### config.mk
export PLATFORM = sky130hd
export DESIGN_NAME = mbr_fetch_unit_flat
export DESIGN_NICKNAME = d
export VERILOG_FILES = /design/src/rtl/mbr_fetch_unit_if.sv /design/src/rtl/mbr_fetch_unit.sv /design/src/flat_wrapper.sv
export SDC_FILE = /design/constraint.sdc
export NUM_CORES = 1
export LEC_CHECK = 0
export ABC_AREA = 0
export CAP_MARGIN = 10
export CORE_MARGIN = 10
export CORE_UTILIZATION = 40
export CTS_CLUSTER_DIAMETER = 60
export DETAILED_ROUTE_END_ITERATION = 8
export GPL_TIMING_DRIVEN = 0
export PLACE_DENSITY = 0.69
export SYNTH_ARGS = -nofsm -noshare
export SYNTH_HDL_FRONTEND = slang
export SYNTH_SLANG_ARGS = --single-unit
### constraint.sdc
create_clock -name clk -period 3.7 [get_ports clk]
set_input_delay 0.37 -clock clk [delete_from_list [all_inputs] [get_ports clk]]
set_output_delay 0.37 -clock clk [all_outputs]
set_load 0.005 [all_outputs]
### src/rtl/mbr_fetch_unit_if.sv
`default_nettype none
// ============================================================================
// Module   : mbr_fetch_unit_if
// Brief    : Instruction-memory byte read bus (req/ack) for the MBR fetch unit
// Revision : 1.0 - initial release
// ============================================================================
interface mbr_fetch_unit_if #(
    parameter int ADDR_W = 32
);
    logic              mem_rd;
    logic [ADDR_W-1:0] mem_addr;
    logic              mem_ack;
    logic [7:0]        mem_rdata;

    modport master (
        output mem_rd,
        output mem_addr,
        input  mem_ack,
        input  mem_rdata
    );

    modport slave (
        input  mem_rd,
        input  mem_addr,
        output mem_ack,
        output mem_rdata
    );
endinterface
`default_nettype wire

### src/rtl/mbr_fetch_unit.sv
`default_nettype none
// ============================================================================
// Module   : mbr_fetch_unit
// Brief    : PC/MBR owner; fetches one instruction byte per MIR fetch request
// Revision : 1.0 - initial release
// ============================================================================
module mbr_fetch_unit #(
    parameter int ADDR_W   = 32,
    parameter int MAX_WAIT = 255
) (
    input  wire logic              clk,
    input  wire logic              rst,
    input  wire logic              pc_wr,
    input  wire logic [31:0]       c_bus,
    input  wire logic              fetch,
    mbr_fetch_unit_if.master       mem,
    output logic [ADDR_W-1:0]      pc,
    output logic [7:0]             MBR,
    output logic [31:0]            mbr_u,
    output logic [31:0]            mbr_s,
    output logic                   mbr_valid,
    output logic                   busy,
    output logic                   err
);

    localparam int               c_CNT_W   = (MAX_WAIT > 1) ? $clog2(MAX_WAIT) : 1;
    localparam logic [c_CNT_W-1:0] c_LAST  = c_CNT_W'(MAX_WAIT - 1);
    localparam logic [0:0]       c_ST_IDLE = 1'b0;
    localparam logic [0:0]       c_ST_READ = 1'b1;

    logic [0:0]         r_state;
    logic [ADDR_W-1:0]  r_pc;
    logic [7:0]         r_mbr;
    logic               r_mbr_valid;
    logic               r_mem_rd;
    logic [ADDR_W-1:0]  r_mem_addr;
    logic               r_err;
    logic               r_pending;
    logic [ADDR_W-1:0]  r_pend_addr;
    logic [c_CNT_W-1:0] r_wait_cnt;
    logic               r_reissue;
    logic [ADDR_W-1:0]  w_fetch_addr;

    // A PC write in the same cycle as fetch reads from the new PC
    assign w_fetch_addr = pc_wr ? c_bus[ADDR_W-1:0] : r_pc;

    always_ff @(posedge clk) begin
        if (!rst) begin
            r_state     <= c_ST_IDLE;
            r_pc        <= '0;
            r_mbr       <= '0;
            r_mbr_valid <= 1'b0;
            r_mem_rd    <= 1'b0;
            r_mem_addr  <= '0;
            r_err       <= 1'b0;
            r_pending   <= 1'b0;
            r_pend_addr <= '0;
            r_wait_cnt  <= '0;
            r_reissue   <= 1'b0;
        end else begin
            if (pc_wr) begin
                r_pc <= c_bus[ADDR_W-1:0];
            end
            r_reissue <= 1'b0;

            case (r_state)
                c_ST_IDLE: begin
                    if (fetch) begin
                        r_mem_addr  <= w_fetch_addr;
                        r_mem_rd    <= 1'b1;
                        r_mbr_valid <= 1'b0;
                        r_wait_cnt  <= '0;
                        r_state     <= c_ST_READ;
                    end
                end
                c_ST_READ: begin
                    if (fetch && r_pending) begin
                        r_err <= 1'b1;
                    end
                    if (mem.mem_ack) begin
                        r_mbr       <= mem.mem_rdata;
                        r_mbr_valid <= 1'b1;
                        if (r_pending) begin
                            r_mem_addr <= r_pend_addr;
                            r_pending  <= 1'b0;
                            r_reissue  <= 1'b1;
                            r_wait_cnt <= '0;
                        end else if (fetch) begin
                            r_mem_addr <= w_fetch_addr;
                            r_reissue  <= 1'b1;
                            r_wait_cnt <= '0;
                        end else begin
                            r_mem_rd <= 1'b0;
                            r_state  <= c_ST_IDLE;
                        end
                    end else begin
                        // The byte just delivered goes stale one edge into the follow-on read
                        if (r_reissue) begin
                            r_mbr_valid <= 1'b0;
                        end
                        if (fetch && !r_pending) begin
                            r_pending   <= 1'b1;
                            r_pend_addr <= w_fetch_addr;
                        end
                        if (r_wait_cnt == c_LAST) begin
                            r_err     <= 1'b1;
                            r_mem_rd  <= 1'b0;
                            r_pending <= 1'b0;
                            r_state   <= c_ST_IDLE;
                        end else begin
                            r_wait_cnt <= r_wait_cnt + c_CNT_W'(1);
                        end
                    end
                end
                default: r_state <= c_ST_IDLE;
            endcase
        end
    end

    assign pc           = r_pc;
    assign MBR          = r_mbr;
    assign mbr_u        = {24'b0, r_mbr};
    assign mbr_s        = {{24{r_mbr[7]}}, r_mbr};
    assign mbr_valid    = r_mbr_valid;
    assign busy         = (r_state == c_ST_READ) | r_pending;
    assign err          = r_err;
    assign mem.mem_rd   = r_mem_rd;
    assign mem.mem_addr = r_mem_addr;

endmodule
`default_nettype wire

### src/flat_wrapper.sv
// flat-port wrapper written by rule: the top's interface ports become plain ports
module mbr_fetch_unit_flat 
#(
    parameter int ADDR_W   = 32,
    parameter int MAX_WAIT = 255
)
  (clk, rst, pc_wr, c_bus, fetch, pc, MBR, mbr_u, mbr_s, mbr_valid, busy, err, mem_mem_rd, mem_mem_addr, mem_mem_ack, mem_mem_rdata);
  mbr_fetch_unit_if #(.ADDR_W(ADDR_W)) mem_i ();
  input  wire logic clk;
  input  wire logic rst;
  input  wire logic pc_wr;
  input  wire logic [31:0] c_bus;
  input  wire logic fetch;
  output logic [ADDR_W-1:0] pc;
  output logic [7:0] MBR;
  output logic [31:0] mbr_u;
  output logic [31:0] mbr_s;
  output logic mbr_valid;
  output logic busy;
  output logic err;
  output wire logic [$bits(mem_i.mem_rd)-1:0] mem_mem_rd;
  output wire logic [$bits(mem_i.mem_addr)-1:0] mem_mem_addr;
  input wire logic [$bits(mem_i.mem_ack)-1:0] mem_mem_ack;
  input wire logic [$bits(mem_i.mem_rdata)-1:0] mem_mem_rdata;
  assign mem_mem_rd = mem_i.mem_rd;
  assign mem_mem_addr = mem_i.mem_addr;
  assign mem_i.mem_ack = mem_mem_ack;
  assign mem_i.mem_rdata = mem_mem_rdata;
  mbr_fetch_unit #(.ADDR_W(ADDR_W), .MAX_WAIT(MAX_WAIT)) u_core (.clk(clk), .rst(rst), .pc_wr(pc_wr), .c_bus(c_bus), .fetch(fetch), .mem(mem_i), .pc(pc), .MBR(MBR), .mbr_u(mbr_u), .mbr_s(mbr_s), .mbr_valid(mbr_valid), .busy(busy), .err(err));
endmodule
-- Word level (Yosys, flattened, before mapping)
Index checks and enable logic that the tools add are counted.
- mux-type cells: 31
- bitwise gates (word level): 3
- reduce and logical (&&, ||, !) cells: 10
- equal/unequal tests: 8
- add/sub/neg operators: 1
- operators with widths (cell ; number):
    $mux 32 ; 4
    $pmux 32 s2 ; 1
    $mux 8 ; 4
    $mux 1 ; 18
    $pmux 8 s2 ; 1
    $ne 3x3->1 const B ; 5
    $add 8x1->8 const B ; 1
    $eq 8x8->1 const B ; 1
    $pmux 1 s2 ; 3
    $reduce_and 2->1 ; 3
    $reduce_and 3->1 ; 2
    $ne 2x2->1 const B ; 2
    $reduce_and 4->1 ; 1
    $reduce_bool 3->1 ; 1
    $logic_and 1x1->1 ; 2
    $not 1->1 ; 2
    $logic_not 1->1 ; 1
    $or 1x1->1 ; 1
- input port bits: 45
- bits in registers: 118
- output and inout bits: 140
- word-level logic and storage cells: 64

-- Depth between registers and ports, before layout
- word-level depth: 5
- mapped depth: 8

-- Least setup slack after synthesis
No wires, ideal clock.
- path kind: input to register
- start point: input mem_mem_ack
- end point: register u_core.r_pend_addr[11]
- path slack: 2172 ps
- data required time: 3554 ps
- cell stages on the path: 6
- arrival: 1381 ps
- path through: buf_2 nand2b_4 buf_6 nor3_4 buf_4 a211oi_2
- cells in the longest elaborated chain, start to end: 2
- ends and longest elaborated chain (item ; RTL line ; RTL):
    start: declaration ; flat_wrapper.sv:23 ; input wire logic [$bits(mem_i.mem_ack)-1:0] mem_mem_ack;
    $not 1->1 (no line) ; n/a ;
    $reduce_and 3->1 (no line) ; n/a ;
    end signal: assignment ; mbr_fetch_unit.sv:103 ; r_pend_addr <= w_fetch_addr;
    end: declaration ; mbr_fetch_unit.sv:39 ; logic [ADDR_W-1:0] r_pend_addr;
No other way between the ends.
A chain may end at the register's enable or synchronous reset.

-- Worst setup path in the final report
- start point: register u_core.r_mbr[7] (netlist: u_core.MBR[7])
- end point: output mbr_s[30]
- RTL lines (item ; RTL line ; RTL):
    start: declaration ; mbr_fetch_unit.sv:33 ; logic [7:0] r_mbr;
    start signal: assignment ; mbr_fetch_unit.sv:81 ; r_mbr <= mem.mem_rdata;
    end: declaration ; flat_wrapper.sv:17 ; output logic [31:0] mbr_s;
No word-level cell between the ends.

==> flow_metrics.env <==
export IMPL_hp_start="mem_mem_ack"
export IMPL_clock_sinks=118
export IMPL_drc=0
export IMPL_n_antenna_cell=0
export IMPL_worstSetupPathType="reg -> out"
export IMPL_finalCritPeriodShare=0.644
export IMPL_ios=185
export IMPL_drv_slew=0
export IMPL_drv_cap=0
export IMPL_dominantRegCellSynth="dfxtp_1"
export IMPL_critPathLaunch="u_core.MBR[7]"
export IMPL_cp_start_kind="register"
export IMPL_cts_root_buffer="clkbuf_16"
export IMPL_use_met1=0.207
export IMPL_p_leak_nw=3.11
export IMPL_hold_viol_final=0
export IMPL_slew_headroom=0.447
export IMPL_final_setup_viol_count=0
export IMPL_clockBufferDepth=2
export IMPL_crit_path_top_delay_cell="dfxtp_1"
export IMPL_endpoint_kind="primary output"
export IMPL_cts_resized=0
export IMPL_drtPass1Iterations=6
export IMPL_crit_arrival_ns=2.01
export IMPL_yosys_area_top_type="dfxtp_1"
export IMPL_r2r_start="u_core.r_pending"
export IMPL_fin_nets=854
export IMPL_die_height_um=136
export IMPL_netlist_instances=608
export IMPL_tightest_slew_ns=0.828
export IMPL_syn_area_mm2=0.00538
export IMPL_h_tree_depth=4
export IMPL_skew_ns=0.00573
export IMPL_synthArstFlopShare=0
export IMPL_tns_ns=0
export IMPL_grt_max_degree=29
export IMPL_rsz0062_at_grt="no"
export IMPL_finalInstanceArea_mm2=0.00789
export IMPL_grt_remaining_overflow=0
export IMPL_ir_drop_mv=0.352
export IMPL_postCtsSetupRepairBufs=0
export IMPL_initial_utilization=0.408
export IMPL_clk_latency_ns=0.42
export IMPL_synth_most_common_cell="dfxtp_1"
export IMPL_fmax_mhz=420
export IMPL_ctsHoldBuffers=0
export IMPL_seq_area_frac_synth=0.439
export IMPL_grtUsageMet3=0.0793
export IMPL_post_dp_hpwl_um=12900
export IMPL_syn_to_final_growth_pct=46.6
export IMPL_vias=5109
export IMPL_cts_buffers=17
export IMPL_first_global_vias=5021
export IMPL_ys_ff_latch=118
export IMPL_gp_congestion=0.788
export IMPL_critPathTopFamily="flip-flops"
export IMPL_grtUsageMet2=0.297
export IMPL_critPathBufInv=2
export IMPL_post_route_min_period_ns=2.38
export IMPL_ys_warn_count=0
export IMPL_synthDistinctLibCells=41
export IMPL_antenna_found_initial=0
export IMPL_grt_pass1_wl_um=26700
export IMPL_synth_edff_count=0
export IMPL_coreArea_mm2=0.0132
export IMPL_die_w_um=136
export IMPL_syn_area_per_cell_um2=8.85
export IMPL_post_dp_cell_area_mm2=0.00726
export IMPL_synth_commonest_cells="dfxtp_1 (118), nor2_1 (103), a21oi_1 (77), buf_4 (71), a211oi_1 (37)"
export IMPL_port_buffers=157
export IMPL_crit_chain="buf_4 > clkdlybuf4s50_1"
export IMPL_synth_top_area_frac=0.439
export IMPL_cpPeakStageDelay_ns=0.85
export IMPL_powerDensity_mw_per_mm2=469
export IMPL_busiest_layer="met2"
export IMPL_drt_iter0_drc=364
export IMPL_hold_class="in -> reg"
export IMPL_cp_required_ns=3.33
export IMPL_whs_ns=0.250
export IMPL_grt_usage=0.180
export IMPL_synth_area_leaders="dfxtp_1 (44%), buf_4 (9.9%), nor2_1 (7.2%)"
export IMPL_status="finished, final reports clean"
export IMPL_dieArea_mm2=0.0185
export IMPL_postRouteAntennaNets=0
export IMPL_cts_clk_slew_worst_paths_ns=0.05
export IMPL_post_drt_wl_per_cell_um=17.3
export IMPL_viasPerCell=5.13
export IMPL_wirelength_um=17200
export IMPL_cts_tree="built"
export IMPL_crit_fanout=28
export IMPL_drive_gt1_frac=0.181
export IMPL_rows=42
power by group:
group	total [mW]	internal (mW)	switching (mW)
Sequential	1.40	1.35	0.0537
Clock	1.74	1.18	0.560
Combinational	0.556	0.298	0.258
metal layers:
layer / vias to the layer above / share of wire
met4: 0 / 0.015
li1: 2445 / -
met1: 2394 / 0.40
met5: - / 0
met2: 248 / 0.48
met3: 22 / 0.11
cell usage in the layout, fill, tap and decap left out, types with 2 or more instances in the layout:
| master | count |
|---|---|
| a211oi_1 | 37 |
| a211oi_2 | 28 |
| a21oi_1 | 77 |
| a31oi_1 | 2 |
| and2_1 | 2 |
| buf_1 | 2 |
| buf_2 | 8 |
| buf_4 | 71 |
| buf_6 | 4 |
| bufinv_16 | 4 |
| clkbuf_1 | 28 |
| clkbuf_16 | 17 |
| clkbuf_8 | 4 |
| clkdlybuf4s50_1 | 157 |
| clkinv_2 | 6 |
| conb_1 | 24 |
| dfxtp_1 | 118 |
| ha_1 | 2 |
| inv_1 | 3 |
| mux2i_1 | 33 |
| nand2_1 | 23 |
| nand3_1 | 3 |
| nand4_1 | 2 |
| nor2_1 | 103 |
| nor3_1 | 2 |
| nor4_1 | 3 |
| o211ai_1 | 2 |
| o21ai_0 | 36 |
flip-flops by register name, indices dropped and copies added, names as in the netlist:
signal               flops
u_core.r_wait_cnt        8
u_core.err               1
u_core.r_state           1
u_core.MBR               8
u_core.mem.mem_addr     32
u_core.r_pend_addr      32
u_core.r_reissue         1
u_core.mbr_valid         1
u_core.pc               32
u_core.mem.mem_rd        1
u_core.r_pending         1
worst paths after layout:
path	to	cells after the start	slack [ns]
worst max register to register	u_core.mem.mem_addr[29]	7	1.90
worst min-delay path	u_core.r_wait_cnt[4]	2	0.25
worst max-delay path	mbr_s[30]	2	1.32
worst min register to register	u_core.mbr_valid	2	0.49
logic make-up (layout without fill, tap and decap cells):
family | after synthesis | count (layout) | share of synthesized area
AND/OR/NAND/NOR | 146 | 146 | 0.114
multiplexers | 34 | 34 | 0.0635
XOR/XNOR | 2 | 2 | 0.00326
AO/OA/AOI/OAI | 188 | 188 | 0.236
buffers and inverters | 117 | 305 | 0.139
flip-flops | 118 | 118 | 0.439
other | 1 | 24 | 0.000697
adder cells (fa/ha/maj) | 2 | 2 | 0.00465
layout make-up:
type / instances / area [um2]
buffer: 113 / 731
clock inverter: 10 / 150
multi-input combinational: 396 / 2360
tap: 176 / 220
timing repair buffer: 157 / 1570
fill: 1165 / 5300
inverter: 4 / 15.0
clock buffer: 21 / 480
sequential: 118 / 2360
metrics by stage:
| stage | power, mW | worst slack, ns | cells | util |
|---|---|---|---|---|
| after global routing | 3.85 | 1.16 | 995 | 0.598 |
| after global placement | 1.96 | 1.60 | 964 | 0.550 |
| after floorplan | 1.70 | 2.17 | 631 | - |
| final | 3.70 | 1.32 | 995 | 0.598 |
| after CTS | 3.73 | 1.25 | 995 | 0.598 |
| after detailed placement | 1.98 | 1.55 | 964 | 0.550 |
Note: power is estimated with default switching activity, not from simulation.
